`src/rtl/systolic_row_feeder_pkg.sv`:
```
// Shared definitions for the systolic array row feeder: state encoding,
// default geometry and counter sizing.
package systolic_row_feeder_pkg;

    localparam int ROWS_DEF       = 4;
    localparam int COLS_DEF       = 4;
    localparam int DATA_WIDTH_DEF = 8;

    localparam logic [2:0] S_IDLE    = 3'd0;
    localparam logic [2:0] S_LOAD_W  = 3'd1;
    localparam logic [2:0] S_SAVE    = 3'd2;
    localparam logic [2:0] S_COMPUTE = 3'd3;
    localparam logic [2:0] S_DRAIN   = 3'd4;

    typedef enum logic [2:0] {
        ST_IDLE    = S_IDLE,
        ST_LOAD_W  = S_LOAD_W,
        ST_SAVE    = S_SAVE,
        ST_COMPUTE = S_COMPUTE,
        ST_DRAIN   = S_DRAIN
    } state_t;

    // Width of a counter that must be able to hold the value n itself.
    function automatic int cnt_width(input int n);
        return (n < 1) ? 1 : $clog2(n + 1);
    endfunction

endpackage

```
`src/rtl/systolic_row_feeder_if.sv`:
```
// Upstream beat stream into the row feeder: valid/ready handshake plus
// per-row operand vector and weight/last markers.
interface systolic_row_feeder_if
    import systolic_row_feeder_pkg::*;
#(
    parameter int ROWS       = ROWS_DEF,
    parameter int DATA_WIDTH = DATA_WIDTH_DEF
);
    logic                       s_valid;
    logic                       s_ready;
    logic [ROWS*DATA_WIDTH-1:0] s_data;
    logic                       s_is_weight;
    logic                       s_last;

    modport master (
        output s_valid,
        output s_data,
        output s_is_weight,
        output s_last,
        input  s_ready
    );

    modport slave (
        input  s_valid,
        input  s_data,
        input  s_is_weight,
        input  s_last,
        output s_ready
    );

endinterface

```
`src/rtl/systolic_row_feeder_skew_delay_line.sv`:
```
// Fixed-depth shift register carrying {valid, data}; one instance per array
// row produces the diagonal skew.
module skew_delay_line #(
    parameter int DEPTH      = 1,
    parameter int DATA_WIDTH = 8
) (
    input  logic                  clk,
    input  logic                  rstn,
    input  logic                  in_valid,
    input  logic [DATA_WIDTH-1:0] in_data,
    output logic                  out_valid,
    output logic [DATA_WIDTH-1:0] out_data
);

    logic [DATA_WIDTH:0] stage_r [DEPTH];

    // Shift every cycle; an idle input cycle pushes a zero bubble.
    always_ff @(posedge clk or negedge rstn) begin
        if (!rstn) begin
            for (int i = 0; i < DEPTH; i++) begin
                stage_r[i] <= {(DATA_WIDTH + 1){1'b0}};
            end
        end else begin
            stage_r[0] <= {in_valid, in_data};
            for (int i = 1; i < DEPTH; i++) begin
                stage_r[i] <= stage_r[i-1];
            end
        end
    end

    assign out_valid = stage_r[DEPTH-1][DATA_WIDTH];
    assign out_data  = stage_r[DEPTH-1][DATA_WIDTH-1:0];

endmodule

```
`src/rtl/systolic_row_feeder.sv`:
```
// Left-edge operand feeder for the weight-stationary systolic array: buffers a
// weight tile and replays it with save, then streams skewed feature vectors.
module systolic_row_feeder
    import systolic_row_feeder_pkg::*;
#(
    parameter int ROWS       = ROWS_DEF,
    parameter int COLS       = COLS_DEF,
    parameter int DATA_WIDTH = DATA_WIDTH_DEF
) (
    input  logic                       clk,
    input  logic                       rstn,
    systolic_row_feeder_if.slave       s_if,
    output logic [ROWS*DATA_WIDTH-1:0] a_out,
    output logic [ROWS-1:0]            en_out,
    output logic [ROWS-1:0]            save_out,
    output logic                       busy,
    output logic                       done
);

    localparam int VEC_W   = ROWS * DATA_WIDTH;
    localparam int CNT_MAX = (COLS > ROWS) ? COLS : ROWS;
    localparam int CNT_W   = cnt_width(CNT_MAX);
    localparam int IDX_W   = (COLS > 1) ? $clog2(COLS) : 1;

    state_t             state_r;
    logic [CNT_W-1:0]   cnt_r;
    logic               busy_r;
    logic               ready_r;
    logic               done_r;
    logic [VEC_W-1:0]   a_out_r;
    logic [ROWS-1:0]    en_out_r;
    logic [ROWS-1:0]    save_out_r;
    logic [VEC_W-1:0]   wbuf_r [COLS];

    logic               accept_s;
    logic               push_s;
    logic [VEC_W-1:0]   pipe_in_data_s;
    logic [VEC_W-1:0]   pipe_data_s;
    logic [ROWS-1:0]    pipe_valid_s;
    logic [IDX_W-1:0]   idx_s;

    assign accept_s = s_if.s_valid && ready_r;
    assign idx_s    = cnt_r[IDX_W-1:0];

    // Only feature beats enter the skew pipes; everything else becomes a bubble.
    always_comb begin
        push_s         = 1'b0;
        pipe_in_data_s = {VEC_W{1'b0}};
        case (state_r)
            ST_IDLE:    push_s = accept_s && !s_if.s_is_weight;
            ST_COMPUTE: push_s = accept_s;
            default:    push_s = 1'b0;
        endcase
        if (push_s) begin
            pipe_in_data_s = s_if.s_data;
        end else begin
            pipe_in_data_s = {VEC_W{1'b0}};
        end
    end

    for (genvar r = 0; r < ROWS; r++) begin : g_row
        skew_delay_line #(
            .DEPTH      (r + 1),
            .DATA_WIDTH (DATA_WIDTH)
        ) u_skew (
            .clk       (clk),
            .rstn      (rstn),
            .in_valid  (push_s),
            .in_data   (pipe_in_data_s[r*DATA_WIDTH +: DATA_WIDTH]),
            .out_valid (pipe_valid_s[r]),
            .out_data  (pipe_data_s[r*DATA_WIDTH +: DATA_WIDTH])
        );
    end

    // Control FSM, weight buffer and all array-facing output registers.
    always_ff @(posedge clk or negedge rstn) begin
        if (!rstn) begin
            state_r    <= ST_IDLE;
            cnt_r      <= {CNT_W{1'b0}};
            busy_r     <= 1'b0;
            ready_r    <= 1'b1;
            done_r     <= 1'b0;
            a_out_r    <= {VEC_W{1'b0}};
            en_out_r   <= {ROWS{1'b0}};
            save_out_r <= {ROWS{1'b0}};
            for (int k = 0; k < COLS; k++) begin
                wbuf_r[k] <= {VEC_W{1'b0}};
            end
        end else begin
            // Pipe outputs flow through unless the weight replay overrides them;
            // the pipes are empty whenever SAVE is active.
            a_out_r    <= pipe_data_s;
            en_out_r   <= pipe_valid_s;
            save_out_r <= {ROWS{1'b0}};
            done_r     <= 1'b0;
            case (state_r)
                ST_IDLE: begin
                    if (accept_s && s_if.s_is_weight) begin
                        wbuf_r[0] <= s_if.s_data;
                        cnt_r     <= CNT_W'(1);
                        busy_r    <= 1'b1;
                        if (COLS == 1) begin
                            a_out_r    <= s_if.s_data;
                            save_out_r <= {ROWS{1'b1}};
                            state_r    <= ST_SAVE;
                            ready_r    <= 1'b0;
                        end else begin
                            state_r <= ST_LOAD_W;
                            ready_r <= 1'b1;
                        end
                    end else if (accept_s) begin
                        cnt_r  <= {CNT_W{1'b0}};
                        busy_r <= 1'b1;
                        if (s_if.s_last) begin
                            state_r <= ST_DRAIN;
                            ready_r <= 1'b0;
                        end else begin
                            state_r <= ST_COMPUTE;
                            ready_r <= 1'b1;
                        end
                    end else begin
                        cnt_r <= {CNT_W{1'b0}};
                    end
                end
                ST_LOAD_W: begin
                    if (accept_s) begin
                        wbuf_r[idx_s] <= s_if.s_data;
                        if (cnt_r == CNT_W'(COLS - 1)) begin
                            a_out_r    <= wbuf_r[0];
                            save_out_r <= {ROWS{1'b1}};
                            cnt_r      <= CNT_W'(1);
                            state_r    <= ST_SAVE;
                            ready_r    <= 1'b0;
                        end else begin
                            cnt_r <= cnt_r + CNT_W'(1);
                        end
                    end else begin
                        cnt_r <= cnt_r;
                    end
                end
                ST_SAVE: begin
                    if (cnt_r == CNT_W'(COLS)) begin
                        cnt_r   <= {CNT_W{1'b0}};
                        state_r <= ST_IDLE;
                        busy_r  <= 1'b0;
                        ready_r <= 1'b1;
                    end else begin
                        a_out_r    <= wbuf_r[idx_s];
                        save_out_r <= {ROWS{1'b1}};
                        cnt_r      <= cnt_r + CNT_W'(1);
                    end
                end
                ST_COMPUTE: begin
                    if (accept_s && s_if.s_last) begin
                        cnt_r   <= {CNT_W{1'b0}};
                        state_r <= ST_DRAIN;
                        ready_r <= 1'b0;
                    end else begin
                        cnt_r <= {CNT_W{1'b0}};
                    end
                end
                ST_DRAIN: begin
                    // The last beat reaches the bottom row's output on the ROWS-th drain edge.
                    if (cnt_r == CNT_W'(ROWS - 1)) begin
                        done_r  <= 1'b1;
                        cnt_r   <= {CNT_W{1'b0}};
                        state_r <= ST_IDLE;
                        busy_r  <= 1'b0;
                        ready_r <= 1'b1;
                    end else begin
                        cnt_r <= cnt_r + CNT_W'(1);
                    end
                end
                default: begin
                    cnt_r   <= {CNT_W{1'b0}};
                    state_r <= ST_IDLE;
                    busy_r  <= 1'b0;
                    ready_r <= 1'b1;
                end
            endcase
        end
    end

    assign s_if.s_ready = ready_r;
    assign a_out        = a_out_r;
    assign en_out       = en_out_r;
    assign save_out     = save_out_r;
    assign busy         = busy_r;
    assign done         = done_r;

endmodule

```
`src/flat_wrapper.sv`:
```
// flat-port wrapper written by rule: the top's interface ports become plain ports
module systolic_row_feeder_flat import systolic_row_feeder_pkg::*;
#(
    parameter int ROWS       = ROWS_DEF,
    parameter int COLS       = COLS_DEF,
    parameter int DATA_WIDTH = DATA_WIDTH_DEF
)
  (clk, rstn, a_out, en_out, save_out, busy, done, s_if_s_valid, s_if_s_data, s_if_s_is_weight, s_if_s_last, s_if_s_ready);
  systolic_row_feeder_if #(.ROWS(ROWS), .DATA_WIDTH(DATA_WIDTH)) s_if_i ();
  input  logic clk;
  input  logic rstn;
  output logic [ROWS*DATA_WIDTH-1:0] a_out;
  output logic [ROWS-1:0] en_out;
  output logic [ROWS-1:0] save_out;
  output logic busy;
  output logic done;
  input wire logic [$bits(s_if_i.s_valid)-1:0] s_if_s_valid;
  input wire logic [$bits(s_if_i.s_data)-1:0] s_if_s_data;
  input wire logic [$bits(s_if_i.s_is_weight)-1:0] s_if_s_is_weight;
  input wire logic [$bits(s_if_i.s_last)-1:0] s_if_s_last;
  output wire logic [$bits(s_if_i.s_ready)-1:0] s_if_s_ready;
  assign s_if_i.s_valid = s_if_s_valid;
  assign s_if_i.s_data = s_if_s_data;
  assign s_if_i.s_is_weight = s_if_s_is_weight;
  assign s_if_i.s_last = s_if_s_last;
  assign s_if_s_ready = s_if_i.s_ready;
  systolic_row_feeder #(.ROWS(ROWS), .COLS(COLS), .DATA_WIDTH(DATA_WIDTH)) u_core (.clk(clk), .rstn(rstn), .s_if(s_if_i), .a_out(a_out), .en_out(en_out), .save_out(save_out), .busy(busy), .done(done));
endmodule
```
`config.mk`:
```
export PLATFORM = sky130hd
export DESIGN_NAME = systolic_row_feeder_flat
export DESIGN_NICKNAME = d
export VERILOG_FILES = /design/src/rtl/systolic_row_feeder_pkg.sv /design/src/rtl/systolic_row_feeder_if.sv /design/src/rtl/systolic_row_feeder_skew_delay_line.sv /design/src/rtl/systolic_row_feeder.sv /design/src/flat_wrapper.sv
export SDC_FILE = /design/constraint.sdc
export NUM_CORES = 1
export LEC_CHECK = 0
export BUFFER_PORTS_ARGS = -buffer_cell sky130_fd_sc_hd__buf_4
export CAP_MARGIN = 20
export CORE_ASPECT_RATIO = 0.75
export CORE_MARGIN = 8
export CORE_UTILIZATION = 54
export DETAILED_ROUTE_END_ITERATION = 8
export PLACE_DENSITY = 0.76
export RECOVER_POWER = 25
export SLEW_MARGIN = 5
export SYNTH_ARGS = -nofsm -noshare
export SYNTH_HDL_FRONTEND = slang
export SYNTH_SLANG_ARGS = --single-unit
```
`constraint.sdc`:
```
create_clock -name clk -period 2.8 [get_ports clk]
set_clock_uncertainty 0.05 [all_clocks]
set_input_delay 0.28 -clock clk [delete_from_list [all_inputs] [get_ports clk]]
set_output_delay 0.28 -clock clk [all_outputs]
set_load 0.02 [all_outputs]
```
==> impl_metrics.csv <==
group,metric,value,unit
clock_tree,clk_pin_slew,0.06,ns
layout,fin_area,0.0120,mm2
layout,fillers,1262,
grt,grtUsageTotal,18.1,%
logic_synthesis,synth_top_area_share,63.4,%
detailed_routing,postRouteAntennaNets,0,
timing,max_freq,0.414,GHz
clock_tree,clk_latency,0.51,ns
grt,grt_max_degree,86,
hold_path,hp-class,"input pin to flop",
layout,fin_cells,1012,
detailed_routing,firstDrtPassIters,6,
place,dp_hpwl,12.8,mm
setup_path,startpoint_type,"flop",
clock_tree,cts.sinks,255,
logic_synthesis,synth_nets,679,
power,swShare,29.2,%
logic_synthesis,netlist_top_cells_area,"dfrtp_1 (63%), mux2_2 (14%), mux4_2 (7.2%)",
grt,grt_pass1_vias,6192,
power,p_leak,5.72,nW
detailed_routing,drc_errors,0,
detailed_routing,drt-total-wl,21.1,mm
die,ios,80,
detailed_routing,first_iter_violations,431,
die,die_height,134,um
logic_synthesis,synth_area_leader_cell,"dfrtp_1",
setup_path,worstPathMaxFanout,33,
timing,maxSlewViolCount,0,
timing,tightest_slew,1.05,ns
setup_path,timing.rr.start,"u_core.cnt_r[0]$_DFFE_PN0P_",
grt,grt_overflow,0,
logic_synthesis,netlist_area,0.0100,mm2
power,power.share.clock,25.6,%
job,cap_viol_max_count,0,
clock_tree,htree_levels,1,
grt,grt_pass1_wl,34.1,mm
layout,diodes,0,
hold_path,min_from,"s_if_s_last",
power,combPwrFrac,29.4,%
logic_synthesis,synth.distinct_cells,44,
die,die_w,173,um
power,p_int,9.01,mW
power,p_sw,3.72,mW
place,portBuffers,79,
logic_synthesis,synth_warnings,0,
detailed_routing,vias,5755,
die,initial_core_util,54.6,%
outcome,status,"finished clean",
layout,nets,791,
logic_synthesis,ys_seq_area_share,63.7,%
timing,final_hold_viol_count,0,
logic_synthesis,synth_seq_cells,255,
place,gp_congestion,0.816,
power,p_per_area,1060,mW/mm2
place,dp.cells,936,
layout,area_delta_synth_final,20.2,%
die,row_count,43,
clock_tree,cts_resized,0,
clock_tree,numCtsBuffers,24,
power,vdd_drop_max,0.584,mV
power,p_total,12.7,mW
clock_tree,postCtsSetupBuffers,0,
place,placed_area,0.0109,mm2
setup_path,path_class,"flop to flop",
timing,finalCriticalPeriod,2.41,ns
power,seqPwrFrac,45.0,%
logic_synthesis,syn_inst,636,
setup_path,startpoint,"u_core.cnt_r[0]$_DFFE_PN0P_",
clock_tree,cts_hold_buf,33,
die,dieArea,0.0232,mm2
logic_synthesis,syn_area_per_cell,15.8,um2
timing,post-route-period-util,86.2,%
clock_tree,cts_root_buf,"clkbuf_16",
timing,slew_headroom,29.7,%
setup_path,end_kind,"flop",
detailed_routing,vias_per_cell,5.69,
grt,antenna_found_initial,0,
timing,rsz0062_at_grt,"false",
die,core-area,0.0183,mm2
detailed_routing,wire_per_inst,20.9,um
clock_tree,ctsLongestPathBuffers,3,
timing,fin_tns_setup,0,ns
clock_tree,cts_tree,"yes",
setup_path,crit_required,3.20,ns
timing,setup_viol,0,
layout,drive_gt1_share,40.0,%
setup_path,crit_arrival,2.81,ns
## per-layer routing
metal	up-vias	routed length (um)	global-route usage, %
li1	2505	-	-
met1	3034	9360	24.6
met2	172	10300	29.9
met3	44	1120	3.29
met4	0	403	5.06
met5	-	0	0
## flip-flops by register name, summed over array words and instances (netlist names)
name	flops
u_core.wbuf_r	128
u_core.g_row.u_skew.stage_r	57
u_core.state_r	3
u_core.en_out	4
u_core.g_row.u_skew.out_data	24
u_core.s_if.s_ready	1
u_core.cnt_r	3
u_core.a_out	32
u_core.done	1
u_core.busy	1
u_core.save_out	1
## final timing paths
check / endpoint / slack (ns) / cells past startpoint
setup / recovery: u_core.a_out[14]$_DFF_PN0_ / 0.39 / 5
hold / removal: u_core.state_r[2]$_DFFE_PN0P_ / 0.04 / 3
setup reg to reg: u_core.a_out[14]$_DFF_PN0_ / 0.39 / 5
hold reg to reg: u_core.g_row[2].u_skew.out_data[1]$_DFF_PN0_ / 0.29 / 0
max in group asynchronous: u_core.wbuf_r[5]$_DFFE_PN0P_ / 0.99 / 3
min in group asynchronous: u_core.wbuf_r[13]$_DFFE_PN0P_ / 0.32 / 2
## Yosys cell counts (all sizes together)
| master | count |
|---|---|
| dfrtp | 254 |
| mux2 | 128 |
| and2 | 33 |
| nor2b | 33 |
| a221o | 32 |
| mux4 | 32 |
| buf | 28 |
| clkbuf | 18 |
| nand2 | 11 |
| o21ai | 9 |
| a21oi | 6 |
| ha | 6 |
| inv | 6 |
| nand3 | 5 |
| nor2 | 5 |
| a21o | 3 |
| nand2b | 3 |
| nor3 | 3 |
| a211oi | 2 |
| and3 | 2 |
| or3 | 2 |
| a211o | 1 |
| a21boi | 1 |
| a22o | 1 |
| a22oi | 1 |
| a2bb2oi | 1 |
| a31oi | 1 |
| a32o | 1 |
| dfstp | 1 |
| nor4 | 1 |
| o211ai | 1 |
| o21a | 1 |
| o221a | 1 |
| o221ai | 1 |
| or2 | 1 |
| xor2 | 1 |
## logic make-up after synthesis
group | after synthesis | synth area share (%)
fa+ha+maj | 6 | 0.749
mux | 160 | 21.6
simple gates | 99 | 5.95
compound gates | 63 | 5.29
buf+inv | 52 | 2.70
xor+xnor | 1 | 0.0874
flops | 255 | 63.7
## cells in the final DEF (no fill, tap or decap), types with 6 or more instances in the layout
master / count
dfrtp_1: 252
mux2_2: 124
buf_4: 94
and2_1: 33
dlygate4sd3_1: 33
mux4_2: 32
nor2b_1: 32
a221o_1: 32
clkbuf_16: 25
nand2_1: 11
o21ai_0: 9
clkbuf_8: 8
clkbuf_1: 7
ha_1: 6
## power groups by stage
stage	logic, mW	clock network, mW	registers (mW)
floorplan	2.65	0	5.64
global placement	3.57	0	5.67
detailed placement	3.73	0	5.77
CTS	3.79	3.32	5.72
global route	4.03	3.46	5.87
finish	3.75	3.26	5.73
## critical path: stages (launching register included)
cell,delay [ns]
dfrtp_2,0.51
ha_1,0.28
nand2b_1,0.29
nor4_4,0.10
nor2b_4,0.82
a221o_1,0.29
## through the flow
stage	utilization (%)	setup slack (ns)	hold WS [ns]
floorplan	-	0.100	-0.0656
global placement	59.5	0.496	0.272
detailed placement	59.5	0.362	0.281
CTS	65.7	0.365	0.00870
global route	65.7	0.228	0.0534
finish	65.7	0.385	0.0375
## final cells by class
| type | count | area [um2] | area share, % |
|---|---|---|---|
| Sequential cell | 255 | 6380 | 53.0 |
| Clock buffer | 39 | 758 | 6.29 |
| Timing Repair Buffer | 132 | 1110 | 9.25 |
| Tap cell | 247 | 309 | 2.57 |
| Inverter | 6 | 22.5 | 0.187 |
| Clock inverter | 4 | 50.0 | 0.415 |
| Multi-Input combinational cell | 329 | 3410 | 28.3 |
Note: power is estimated with default switching activity, not from simulation.
